$ cat config.mk
export PLATFORM = sky130hd
export DESIGN_NAME = uart_rx_deframer_flat
export DESIGN_NICKNAME = d
export VERILOG_FILES = /design/src/rtl/uart_rx_deframer_if.sv /design/src/rtl/uart_rx_deframer.sv /design/src/flat_wrapper.sv
export SDC_FILE = /design/constraint.sdc
export NUM_CORES = 1
export LEC_CHECK = 0
export BUFFER_PORTS_ARGS = -buffer_cell sky130_fd_sc_hd__buf_2
export CORE_ASPECT_RATIO = 1.2
export CORE_MARGIN = 3
export CORE_UTILIZATION = 57
export DETAILED_ROUTE_END_ITERATION = 12
export GPL_TIMING_DRIVEN = 0
export PLACE_DENSITY = 0.77
export SYNTH_ARGS = -nofsm -noshare
export SYNTH_HDL_FRONTEND = slang
export SYNTH_SLANG_ARGS = --single-unit
$ cat constraint.sdc
create_clock -name clk -period 2.5 [get_ports clk]
set_clock_uncertainty 0.2 [all_clocks]
set_input_delay 0.25 -clock clk [delete_from_list [all_inputs] [get_ports clk]]
set_output_delay 0.25 -clock clk [all_outputs]
set_load 0.03 [all_outputs]
$ cat src/rtl/uart_rx_deframer_if.sv
// Byte stream and error pulses from the UART receive front end to the command FSM.
// The master is the deframer. The slave is the consumer that drives rx_ready.
interface uart_rx_deframer_if;
   logic       rx_valid;
   logic [7:0] rx_data;
   logic       rx_ready;
   logic       framing_err;
   logic       overrun_err;

   modport master (
      output rx_valid, rx_data, framing_err, overrun_err,
      input  rx_ready
   );

   modport slave (
      input  rx_valid, rx_data, framing_err, overrun_err,
      output rx_ready
   );
endinterface

$ cat src/rtl/uart_rx_deframer.sv
// 8N1 UART receiver: synchronises uart_rxd, recovers frames and holds one byte
// on a valid/ready stream. Framing and overrun errors are reported as 1-cycle pulses.
module uart_rx_deframer #(
   parameter int CLKS_PER_BIT = 868,
   parameter int SYNC_STAGES  = 2
) (
   input  logic                clk,
   input  logic                m_aresetn,
   input  logic                uart_rxd,
   uart_rx_deframer_if.master  rx_if
);

   localparam int CNT_W = $clog2(CLKS_PER_BIT);
   // The counter restarts at 0 on the cycle after each decision, so a decision
   // that is N cycles later fires when the counter reads N-1.
   localparam logic [CNT_W-1:0] HALF_M1 = CNT_W'(CLKS_PER_BIT / 2 - 1);
   localparam logic [CNT_W-1:0] FULL_M1 = CNT_W'(CLKS_PER_BIT - 1);

   typedef enum logic [2:0] {IDLE, START, DATA, STOP, BREAK} state_t;

   logic [SYNC_STAGES-1:0] sync_q;
   logic                   rxd_s;
   state_t                 state_q, state_d;
   logic [CNT_W-1:0]       cnt_q, cnt_d;
   logic [2:0]             idx_q, idx_d;
   logic [7:0]             shift_q, shift_d;
   logic                   valid_q, valid_d;
   logic [7:0]             data_q, data_d;
   logic                   ferr_q, ferr_d;
   logic                   ovr_q, ovr_d;

   always_ff @(posedge clk or negedge m_aresetn) begin
      if (!m_aresetn) begin
         sync_q <= '1;
      end else begin
         sync_q <= {sync_q[SYNC_STAGES-2:0], uart_rxd};
      end
   end

   assign rxd_s = sync_q[SYNC_STAGES-1];

   always_comb begin
      state_d = state_q;
      cnt_d   = cnt_q + CNT_W'(1);
      idx_d   = idx_q;
      shift_d = shift_q;
      valid_d = valid_q;
      data_d  = data_q;
      ferr_d  = 1'b0;
      ovr_d   = 1'b0;

      if (valid_q && rx_if.rx_ready) begin
         valid_d = 1'b0;
      end

      case (state_q)
         IDLE: begin
            cnt_d = '0;
            if (!rxd_s) begin
               state_d = START;
            end
         end
         START: begin
            if (cnt_q == HALF_M1) begin
               cnt_d   = '0;
               idx_d   = 3'd0;
               state_d = rxd_s ? IDLE : DATA;
            end
         end
         DATA: begin
            if (cnt_q == FULL_M1) begin
               cnt_d   = '0;
               shift_d = {rxd_s, shift_q[7:1]};
               idx_d   = idx_q + 3'd1;
               if (idx_q == 3'd7) begin
                  state_d = STOP;
               end
            end
         end
         STOP: begin
            if (cnt_q == FULL_M1) begin
               cnt_d = '0;
               if (rxd_s) begin
                  // Returning to IDLE at mid-stop leaves half a bit to catch the next start.
                  state_d = IDLE;
                  if (!valid_q || rx_if.rx_ready) begin
                     valid_d = 1'b1;
                     data_d  = shift_q;
                  end else begin
                     ovr_d = 1'b1;
                  end
               end else begin
                  ferr_d  = 1'b1;
                  state_d = BREAK;
               end
            end
         end
         BREAK: begin
            cnt_d = '0;
            if (rxd_s) begin
               state_d = IDLE;
            end
         end
         default: begin
            cnt_d   = '0;
            state_d = IDLE;
         end
      endcase
   end

   always_ff @(posedge clk or negedge m_aresetn) begin
      if (!m_aresetn) begin
         state_q <= IDLE;
         cnt_q   <= '0;
         idx_q   <= 3'd0;
         shift_q <= 8'h00;
         valid_q <= 1'b0;
         data_q  <= 8'h00;
         ferr_q  <= 1'b0;
         ovr_q   <= 1'b0;
      end else begin
         state_q <= state_d;
         cnt_q   <= cnt_d;
         idx_q   <= idx_d;
         shift_q <= shift_d;
         valid_q <= valid_d;
         data_q  <= data_d;
         ferr_q  <= ferr_d;
         ovr_q   <= ovr_d;
      end
   end

   assign rx_if.rx_valid    = valid_q;
   assign rx_if.rx_data     = data_q;
   assign rx_if.framing_err = ferr_q;
   assign rx_if.overrun_err = ovr_q;

endmodule
$ cat src/flat_wrapper.sv
// flat-port wrapper written by rule: the top's interface ports become plain ports
module uart_rx_deframer_flat 
#(
   parameter int CLKS_PER_BIT = 868,
   parameter int SYNC_STAGES  = 2
)
  (clk, m_aresetn, uart_rxd, rx_if_rx_valid, rx_if_rx_data, rx_if_framing_err, rx_if_overrun_err, rx_if_rx_ready);
  uart_rx_deframer_if rx_if_i ();
  input  logic clk;
  input  logic m_aresetn;
  input  logic uart_rxd;
  output wire logic [$bits(rx_if_i.rx_valid)-1:0] rx_if_rx_valid;
  output wire logic [$bits(rx_if_i.rx_data)-1:0] rx_if_rx_data;
  output wire logic [$bits(rx_if_i.framing_err)-1:0] rx_if_framing_err;
  output wire logic [$bits(rx_if_i.overrun_err)-1:0] rx_if_overrun_err;
  input wire logic [$bits(rx_if_i.rx_ready)-1:0] rx_if_rx_ready;
  assign rx_if_rx_valid = rx_if_i.rx_valid;
  assign rx_if_rx_data = rx_if_i.rx_data;
  assign rx_if_framing_err = rx_if_i.framing_err;
  assign rx_if_overrun_err = rx_if_i.overrun_err;
  assign rx_if_i.rx_ready = rx_if_rx_ready;
  uart_rx_deframer #(.CLKS_PER_BIT(CLKS_PER_BIT), .SYNC_STAGES(SYNC_STAGES)) u_core (.clk(clk), .m_aresetn(m_aresetn), .uart_rxd(uart_rxd), .rx_if(rx_if_i));
endmodule
After elaboration in Yosys (flattened, before gate mapping)
Cells that the tools add are included.
{"block": "op_classes", "n_bitwise": 0, "n_addsub": 2, "div_mod_pow": 0, "n_mul": 0, "shift": 0, "n_reduce_logical": 10, "n_eq_ne": 13, "n_mux": 27, "n_lt_le_gt_ge": 0}
{"cell": "$mux W3", "n": 9}
{"cell": "$mux W10", "n": 2}
{"cell": "$pmux W10 S2", "n": 1}
{"cell": "$pmux W3 S5", "n": 1}
{"cell": "$mux W1", "n": 12}
{"cell": "$add A10 B1 Y10 const B", "n": 1}
{"cell": "$eq A10 B10 Y1 const B", "n": 1}
{"cell": "$eq A10 B9 Y1 const B", "n": 1}
{"cell": "$ne A2 B1 Y1 const B", "n": 5}
{"cell": "$eq A3 B2 Y1 const B", "n": 2}
{"cell": "$eq A3 B3 Y1 const B", "n": 2}
{"cell": "$pmux W3 S2", "n": 1}
{"cell": "$reduce_and A6 Y1", "n": 1}
{"cell": "$reduce_and A4 Y1", "n": 1}
{"cell": "$add A3 B1 Y3 const B", "n": 1}
{"cell": "$eq A3 B1 Y1 const B", "n": 1}
{"cell": "$logic_not A3 Y1", "n": 1}
{"cell": "$reduce_and A3 Y1", "n": 1}
{"cell": "$mux W2", "n": 1}
{"cell": "$ne A2 B2 Y1 const B", "n": 1}
{"cell": "$reduce_and A2 Y1", "n": 1}
{"cell": "$reduce_bool A2 Y1", "n": 1}
{"cell": "$reduce_or A2 Y1", "n": 1}
{"cell": "$logic_and A1 B1 Y1", "n": 1}
{"cell": "2 further kinds", "n": 2}
{"block": "totals", "n_memories": 0, "regBits": 37, "elab_cells": 61, "ramBits": 0, "out_inout_bits": 11, "latch_bits": 0, "mem_bits_ro": 0}

Depth between registers and ports, before layout
Gate-level depths: netlist of run 1.
{"block": "logic_depth", "word_depth": 6, "depth_mapped": 6, "mapped_depth_nobuf": 5}

Worst setup path before layout of run 1
OpenSTA, ideal clock, no wires.
{"block": "synth_timing", "path_kind": "register to register", "startpoint": "register u_core.cnt_q[0]", "endpoint": "register u_core.data_q[1], in the netlist u_core.rx_if.rx_data[1]", "arrival_time_ns": 1.760, "path_buffers": 0, "stages_incl_launch_ff": 6, "required_time_ns": 2.175, "slack_ns": 0.416, "cell_sequence": "dfrtp_1 -> ha_1 -> and4bb_4 -> nand2_4 -> nor4_4 -> mux2_2"}
{"block": "synth_via", "elab_chain_cells": 2}
{"element": "start: declaration", "line_no": "uart_rx_deframer.sv:24", "text": "logic [CNT_W-1:0] cnt_q, cnt_d;"}
{"element": "start signal: assignment", "line_no": "uart_rx_deframer.sv:123", "text": "cnt_q <= cnt_d;"}
{"element": "$eq A10 B10 Y1", "line_no": "uart_rx_deframer.sv:81", "text": "if (cnt_q == FULL_M1) begin"}
{"element": "$reduce_and A4 Y1 (no line)"}
{"element": "end signal: assignment", "line_no": "uart_rx_deframer.sv:127", "text": "data_q <= data_d;"}
{"element": "end: declaration", "line_no": "uart_rx_deframer.sv:28", "text": "logic [7:0] data_q, data_d;"}
No other way between the ends.
A chain may end at the register's enable or synchronous reset.

Final worst setup path of run 1
{"block": "layout_timing", "startpoint": "register u_core.cnt_q[0]", "endpoint": "register u_core.data_q[4], in the netlist u_core.rx_if.rx_data[4]"}
The elaborated chain is that of the path after synthesis.

==> results of run 1 <==
[worst max-delay path, cell delays in order, from the launching register on]
cell and delay, ns:
dfrtp_1 0.42, ha_1 0.23, and4bb_4 0.30, nand2_4 0.08
nor4_4 0.59, mux2_2 0.41
[cells in the mapped netlist]
master      n
a31oi_1     2
nand4b_1    2
nand3_1     6
nor2_1     17
nor4_1      1
or3_4       1
nor4_4      1
a21oi_1     5
and2_1      3
mux2_1      1
or3_1       1
o22ai_1     2
nor3b_2     1
ha_1        4
nand2b_1    4
and3_1      3
xnor2_1     3
o21ai_0     1
buf_6       1
clkbuf_4    1
and4bb_4    1
xor2_1      5
mux2_2     13
and4_1      1
nand2_1     5
nand2_4     1
and4b_1     1
a211oi_1    1
nand4bb_1   1
inv_1       5
dfrtp_1    35
nand4_1     2
dfstp_2     2
mux2i_1     1
clkbuf_1    1
mux2_4      2
[cell usage in the layout (no fill, tap or decap), drive strengths merged]
cell type	instances
and4	1
o22ai	2
nand4b	2
xnor2	3
inv	5
ha	4
a21oi	5
dfstp	2
dlygate4sd3	3
nand3	6
and2	3
and3	3
nand2b	4
a211oi	1
or3	2
buf	15
dfrtp	35
nand4bb	1
nand4	2
clkinvlp	1
nor3b	1
and4b	1
clkbuf	9
a31oi	2
and4bb	1
mux2	16
o21ai	1
nor4	2
xor2	5
nor2	17
mux2i	1
nand2	6
[per-stage QoR]
step | cells | utilization [%] | power, W | hold WS, ns
final | 195 | 70.66 | 0.0009451 | 0.1632
after CTS | 195 | 70.66 | 0.0009613 | 0.1647
after detailed placement | 184 | 67.17 | 0.0006293 | 0.1496
after global routing | 195 | 70.66 | 0.0009960 | 0.1671
after floorplan | 137 | - | 0.0006154 | -0.2456
after global placement | 184 | 67.17 | 0.0006289 | 0.1491
[where the power goes]
| part | internal [W] | total (W) | leakage [nW] | switching, W |
|---|---|---|---|---|
| Sequential | 0.000601 | 0.000603 | 0.495 | 0.00000184 |
| Combinational | 0.00000519 | 0.0000174 | 0.411 | 0.0000122 |
| Clock | 0.000138 | 0.000325 | 0.0315 | 0.000187 |
[logic make-up after synthesis]
logic type	count (synthesis)	share of synthesized area [%]
AND/OR/NAND/NOR	52	19.18
flip-flops	37	55.58
multiplexers	17	11.84
AO/OA/AOI/OAI	11	3.745
XOR/XNOR	8	4.195
buffers and inverters	8	2.472
adder cells (fa/ha/maj)	4	2.996
[cell type report]
cell class	count	area (um2)	share of cell area, %
buffer	3	22.52	1.202
clock buffer	7	55.05	2.937
inverter	5	18.77	1.001
tap	33	41.29	2.203
clock inverter	1	7.507	0.4005
multi-input combinational	92	700.7	37.38
timing repair buffer	17	100.1	5.340
sequential	37	928.4	49.53
[worst max-delay path by stage]
stage	end	start	depth (start not counted)	slack, ns
4_1_cts	u_core.rx_if.rx_data[4]	u_core.cnt_q[0]	5	0.15
6_report	u_core.rx_if.rx_data[4]	u_core.cnt_q[0]	5	0.15
2_1_floorplan	u_core.rx_if.rx_data[1]	u_core.cnt_q[0]	5	0.42
3_5_place_dp	u_core.rx_if.rx_data[4]	u_core.cnt_q[0]	5	0.17
5_1_grt	u_core.rx_if.rx_data[4]	u_core.cnt_q[0]	5	0.03
3_3_place_gp	u_core.rx_if.rx_data[5]	u_core.cnt_q[0]	5	0.20
[registers in the layout, summed over array words and instances, names as in the netlist]
signal / cells
u_core.state_q: 3
u_core.cnt_q: 10
u_core.rx_if.framing_err: 1
u_core.shift_q: 8
u_core.rx_if.rx_data: 8
u_core.sync_q: 2
u_core.rx_if.overrun_err: 1
u_core.idx_q: 3
u_core.rx_if.rx_valid: 1
[metal layers]
| layer | global-route usage (%) | vias to the layer above | wire [um] |
|---|---|---|---|
| met5 | 0 | - | 0 |
| met4 | 8.511 | 0 | 45 |
| met1 | 20.10 | 522 | 1235 |
| met2 | 26.78 | 26 | 1314 |
| met3 | 6.483 | 5 | 128 |
| li1 | - | 526 | - |
==> flow_summary.json, run 1 <==
{
  "outcome": "finished, final reports clean",
  "post-synth-top-area-cell": "dfrtp_1",
  "ant_nets": 0,
  "holdBufCountCts": 3,
  "arrival_ns": 2.37,
  "synth_warnings": 0,
  "first_pass_iters": 4,
  "grt.overflow.total": 0,
  "cp-start-kind": "flip-flop",
  "rows": 20,
  "portBuffers": 14,
  "layout_min_cycle_time_ns": 2.348,
  "syn-instance-count": 137,
  "place_hpwl_mm": 1.948,
  "cts_setup_buffers": 0,
  "cts_tree": "yes",
  "clk_path_buf_depth": 2,
  "hp-class": "flip-flop to flip-flop",
  "setup_tns_ns": 0,
  "via_count": 1079,
  "hold_end": "u_core.sync_q[1]",
  "max_slew_margin_pct": 43.88,
  "leakage_nw": 0.9381,
  "start_util_pct": 62.97,
  "fin_ws_ns": 0.1516,
  "gp_congestion": 0.9120,
  "fmax_mhz": 425.8,
  "min_from": "u_core.sync_q[0]",
  "antenna_found_initial": 0,
  "yosys_register_bits": 37,
  "setup_viol": 0,
  "core-area_mm2": 0.002653,
  "rsz0062_at_grt": "false",
  "required_ns": 2.52,
  "io_pins": 15,
  "post-place-ws_ns": 0.1662,
  "yosysSeqAreaShare_pct": 55.58,
  "fin_crit_sh_pct": 93.94,
  "ys_top_cells_by_area": "dfrtp_1 (52%), mux2_2 (8.8%), nor2_1 (3.8%), dfstp_2 (3.1%), ha_1 (3.0%)",
  "nets": 169,
  "endpoint_kind": "flip-flop",
  "die_y_um": 65.30,
  "pwr_density_cell_mw_per_mm2": 504.3,
  "route.detailed.drc": 0,
  "synth_area_mm2": 0.001670,
  "avgSynthCellArea_um2": 12.19,
  "clock_sinks": 37,
  "ff2ff_setup_slack_ns": 0.15,
  "drt_iter0_markers": 44,
  "r2r-start": "u_core.cnt_q[0]",
  "drive_above_1_share_pct": 27.78,
  "area_delta_synth_final_pct": 12.21,
  "drv_cap": 0,
  "cts.htree.levels": 2,
  "wl_per_cell_um": 13.96,
  "clk_latency_ns": 0.33,
  "grt_use_total_pct": 16.91,
  "clock-root-buffer": "clkbuf_4",
  "worst_slew_pin_slew_ns": 0.8379,
  "hold_viol_final": 0,
  "diodes": 0,
  "clkTransAtPathRegs_ns": 0.10,
  "cts.repair.resized": 0,
  "r2r_end": "u_core.rx_if.rx_data[4]",
  "fp.dieW_um": 55.42,
  "finalWirelength_mm": 2.723,
  "synth.distinct_cells": 36,
  "synth_nets": 145,
  "grt_max_degree": 38,
  "worstSetupPathType": "flip-flop to flip-flop",
  "cp_max_fo": 8,
  "design_area_mm2": 0.001874,
  "fp.dieArea_mm2": 0.003619,
  "place_area_mm2": 0.001782,
  "synth_top_area_share_pct": 52.43,
  "cts_buffers": 5,
  "grt_pass1_vias": 1030,
  "whs_path_depth": 0,
  "nFillCells": 207,
  "grt_pass1_wl_mm": 4.726,
  "finalMaxSlewViolations": 0,
  "irDropWorstVdd_mv": 0.3687,
  "r2r_cells": 5,
  "vias_per_cell": 5.533
}
No activity file was read; power rests on OpenSTA's default activity.
==> inputs of run 2 (changes only) <==
- CORE_UTILIZATION: 57 -> 35
- PLACE_DENSITY: 0.77 -> unset
==> flow_summary.json, run 2 (same netlist as run 1, synthesis figures left out) <==
{
  "cts_tree": "yes",
  "fin_crit_sh_pct": 93.07,
  "required_ns": 2.48,
  "finalMaxSlewViolations": 0,
  "core-area_mm2": 0.004424,
  "finalWirelength_mm": 2.731,
  "hp-class": "input pin to flip-flop",
  "regMostFlops": "u_core.cnt_q",
  "layout_min_cycle_time_ns": 2.327,
  "rsz0062_at_grt": "false",
  "post-route-util_pct": 44.09,
  "ant_nets": 0,
  "fin_ws_ns": 0.1731,
  "drv_cap": 0,
  "setup_viol": 0,
  "clock-root-buffer": "clkbuf_8",
  "drive_above_1_share_pct": 28.57,
  "hold_viol_final": 0,
  "endpoint_kind": "flip-flop",
  "antenna_found_initial": 0,
  "grt_use_total_pct": 11.26,
  "fp.dieW_um": 69.07,
  "gp_congestion": 0.7912,
  "wl_per_cell_um": 12.59,
  "multi_input_comb_area_um2": 700.7,
  "path_cells": "ha_1 -> and4bb_4 -> nand2_4 -> nor4_4 -> mux2_2",
  "place_hpwl_mm": 1.951,
  "drt_iter0_markers": 33,
  "stdcell_count": 217,
  "via_count": 1081,
  "grt.overflow.total": 0,
  "worst_slew_pin_slew_ns": 0.8365,
  "nFillCells": 434,
  "cts.htree.levels": 2,
  "die_y_um": 81.68,
  "final_cell_mix": "dfrtp_1 (35), nor2_1 (17), buf_2 (14), mux2_2 (13)",
  "portBuffers": 14,
  "nets": 168,
  "setup_tns_ns": 0,
  "cts.repair.resized": 0,
  "io_pins": 15,
  "cp-start-kind": "flip-flop",
  "start_util_pct": 37.75,
  "irDropWorstVdd_mv": 0.2741,
  "dp_cells": 207,
  "cts_setup_buffers": 0,
  "outcome": "finished, final reports clean",
  "route.detailed.drc": 0,
  "max_slew_margin_pct": 43.97,
  "post-place-ws_ns": 0.1535,
  "clk_latency_ns": 0.29,
  "holdBufCountCts": 2,
  "sequential_cell_area_um2": 928.4,
  "fmax_mhz": 429.8,
  "fp.dieArea_mm2": 0.005641,
  "final_common_cell": "dfrtp_1",
  "finalPower_w": 0.001154,
  "leakage_nw": 0.9598,
  "cp_max_fo": 8,
  "grt_pass1_vias": 1107,
  "clk_path_buf_depth": 2,
  "first_pass_iters": 4,
  "worstSetupPathType": "flip-flop to flip-flop",
  "critPathMaxStageDelay_ns": 0.60,
  "rows": 26,
  "pwr_density_cell_mw_per_mm2": 591.6,
  "grt_pass1_wl_mm": 4.968,
  "diodes": 0,
  "vias_per_cell": 4.982,
  "cts_buffers": 5,
  "arrival_ns": 2.31,
  "clock_sinks": 37,
  "clkTransAtPathRegs_ns": 0.07,
  "area_delta_synth_final_pct": 16.78,
  "largest_reg_flops": 10,
  "grt_max_degree": 38,
  "crit_path_top_delay_cell": "nor4_4"
}
-- run 2: cell types whose count changed in the layout (fill, tap and decap cells not counted) --
cell           before  now
clkbuf_8            1    6
bufinv_16           0    1
clkbuf_4            6    1
clkbuf_1            2    1
dlygate4sd3_1       3    2
-- run 2: final timing paths --
path                                                  to  depth (start not counted)  slack (ns)             start
max in group asynchronous        u_core.rx_if.rx_data[2]                          2        1.22         m_aresetn
worst max register to register   u_core.rx_if.rx_data[5]                          5        0.17   u_core.cnt_q[0]
worst max-delay path             u_core.rx_if.rx_data[5]                          5        0.17   u_core.cnt_q[0]
worst min register to register          u_core.sync_q[1]                          0        0.16  u_core.sync_q[0]
worst min-delay path            u_core.rx_if.overrun_err                          3        0.05    rx_if_rx_ready
min in group asynchronous        u_core.rx_if.rx_data[7]                          2        0.38         m_aresetn
-- run 2: stage by stage --
stage          hold slack [ns]  area (um2)
2_1_floorplan          -0.2456        1670
3_3_place_gp            0.1458        1810
3_5_place_dp            0.1546        1810
4_1_cts                0.04623        1951
5_1_grt                0.08125        1951
6_report               0.05254        1951
-- run 2: metal layers --
layer  up-vias  GRT usage, %  part of all wire, %
met5         -             0                    0
met4         0         4.688                  1.9
met3         6         4.896                  4.8
met2        19         19.08                   48
met1       533         12.48                   45
li1        523             -                    -
-- run 2: critical path, delay by kind of cell (launching register included) --
family	cells	cell delay, ns
and+or+nand+nor	3	0.97
DFF	1	0.41
muxes	1	0.41
adders and majority gates	1	0.22
-- run 2: where the power goes --
group	total [W]	switching, W	internal (W)
Combinational	0.0000165	0.0000123	0.00000418
Clock	0.000534	0.000210	0.000324
Sequential	0.000603	0.00000187	0.000601
Total	0.00115	0.000224	0.000930
-- run 2: cell type report --
class / count / share of cell area [%]
buffer: 3 / 1.155
clock buffer: 6 / 4.233
clock inverter: 2 / 1.924
inverter: 5 / 0.9622
multi-input combinational: 92 / 35.92
sequential: 37 / 47.59
tap: 56 / 3.592
timing repair buffer: 16 / 4.618
==> inputs of run 3 (changes only) <==
- CORE_ASPECT_RATIO: 1.2 -> 1.4
- CTS_BUF_LIST: unset -> sky130_fd_sc_hd__clkbuf_4 sky130_fd_sc_hd__clkbuf_8
==> flow_summary.json, run 3 (same netlist as run 1, synthesis figures left out) <==
{
  "r2r-start": "u_core.cnt_q[0]",
  "rsz0062_at_grt": "false",
  "vias_per_cell": 4.816,
  "ant_nets": 0,
  "final_cell_mix": "dfrtp_1 (35), nor2_1 (17), buf_2 (14), mux2_2 (13)",
  "worstSetupPathType": "flip-flop to flip-flop",
  "place_hpwl_mm": 1.980,
  "arrival_ns": 2.24,
  "largest_reg_flops": 10,
  "layout_min_cycle_time_ns": 2.273,
  "drt_iter0_markers": 53,
  "cts.repair.resized": 0,
  "worst_slew_pin_slew_ns": 0.8034,
  "clk_latency_ns": 0.28,
  "die_y_um": 87.74,
  "first_pass_iters": 4,
  "hp-class": "input pin to flip-flop",
  "setup_viol": 0,
  "nets": 168,
  "core-area_mm2": 0.004572,
  "clock-root-buffer": "clkbuf_8",
  "ff2ff_setup_slack_ns": 0.23,
  "min_from": "rx_if_rx_ready",
  "outcome": "finished, final reports clean",
  "fp.dieArea_mm2": 0.005649,
  "setup_tns_ns": 0,
  "grt.overflow.total": 0,
  "drv_cap": 0,
  "cts_setup_buffers": 0,
  "portBuffers": 14,
  "grt_use_total_pct": 10.47,
  "start_util_pct": 36.54,
  "r2r_end": "u_core.rx_if.rx_data[4]",
  "finalMaxSlewViolations": 0,
  "irDropWorstVdd_mv": 0.2796,
  "r2r_cells": 5,
  "route.detailed.drc": 0,
  "grt_pass1_wl_mm": 4.574,
  "cts.htree.levels": 2,
  "cts_tree": "yes",
  "fmax_mhz": 440.0,
  "hold_end": "u_core.rx_if.overrun_err",
  "endpoint_kind": "flip-flop",
  "max_slew_margin_pct": 46.19,
  "grt_max_degree": 38,
  "fin_crit_sh_pct": 90.90,
  "io_pins": 15,
  "grt_pass1_vias": 1048,
  "place_area_mm2": 0.001818,
  "leakage_nw": 0.9598,
  "diodes": 0,
  "drive_above_1_share_pct": 28.57,
  "nFillCells": 466,
  "clk_path_buf_depth": 2,
  "area_delta_synth_final_pct": 17.23,
  "antenna_found_initial": 0,
  "holdBufCountCts": 2,
  "cp_max_fo": 8,
  "clkTransAtPathRegs_ns": 0.07,
  "regMostFlops": "u_core.cnt_q",
  "hold_viol_final": 0,
  "finalWirelength_mm": 2.704,
  "gp_congestion": 0.8437,
  "pwr_density_cell_mw_per_mm2": 587.3,
  "cp-start-kind": "flip-flop",
  "clock_sinks": 37,
  "wl_per_cell_um": 12.13,
  "cts_buffers": 5,
  "whs_path_depth": 3,
  "rows": 29,
  "required_ns": 2.47,
  "design_area_mm2": 0.001958,
  "fp.dieW_um": 64.39,
  "final_common_cell": "dfrtp_1",
  "via_count": 1074
}
-- run 3: cell counts in the layout (fill, tap and decap cells not counted) --
No cell type changed its count.
-- run 3: critical path, cell delays in order, from the launching register on --
cell and delay [ns]:
dfrtp_1 0.41, ha_1 0.23, and4bb_4 0.30, nand2_4 0.08, nor4_4 0.55, mux2_2 0.40
-- run 3: per-stage QoR --
step	worst slack (ns)	hold WS, ns	power (W)	util (%)	instances
2_1_floorplan	0.4155	-0.2456	0.0006154	-	137
3_3_place_gp	0.2368	0.1456	0.0006288	39.76	213
3_5_place_dp	0.1981	0.1468	0.0006299	39.76	213
4_1_cts	0.1948	0.04804	0.001163	42.83	223
5_1_grt	0.08678	0.05791	0.001196	42.83	223
6_report	0.2274	0.04896	0.001150	42.83	223
-- run 3: metal layers --
layer	track usage, %	part of all wire (%)	up-vias
met2	17.86	53	16
met5	0	0	-
met4	5.000	1.7	0
li1	-	-	524
met1	11.80	42	530
met3	3.466	3.1	4
-- run 3: final cells by class --
cell class	count	area, um2	share of cell area [%]
repair buffers	16	90.09	4.601
flip-flops and latches	37	928.4	47.41
multi-input cells	92	700.7	35.78
plain buffers	3	22.52	1.150
clock buffers	6	82.58	4.217
well taps	62	77.57	3.962
inverters	5	18.77	0.9585
clock inverters	2	37.54	1.917
-- run 3: power breakdown --
group          switching, W  internal (W)  leakage (nW)  total [W]
Sequential       0.00000162      0.000601         0.495   0.000603
Clock              0.000206      0.000324        0.0574   0.000531
Combinational     0.0000123    0.00000418         0.407  0.0000165
Total              0.000220      0.000930         0.960    0.00115
-- run 3: how the worst max path moves through the flow --
stage                     slack, ns                      end  cells past startpoint       startpoint
after detailed placement       0.20  u_core.rx_if.rx_data[4]                      5  u_core.cnt_q[0]
after CTS                      0.19  u_core.rx_if.rx_data[4]                      5  u_core.cnt_q[0]
after global routing           0.09  u_core.rx_if.rx_data[2]                      5  u_core.cnt_q[0]
after global placement         0.24  u_core.rx_if.rx_data[1]                      5  u_core.cnt_q[0]
final                          0.23  u_core.rx_if.rx_data[4]                      5  u_core.cnt_q[0]
after floorplan                0.42  u_core.rx_if.rx_data[1]                      5  u_core.cnt_q[0]
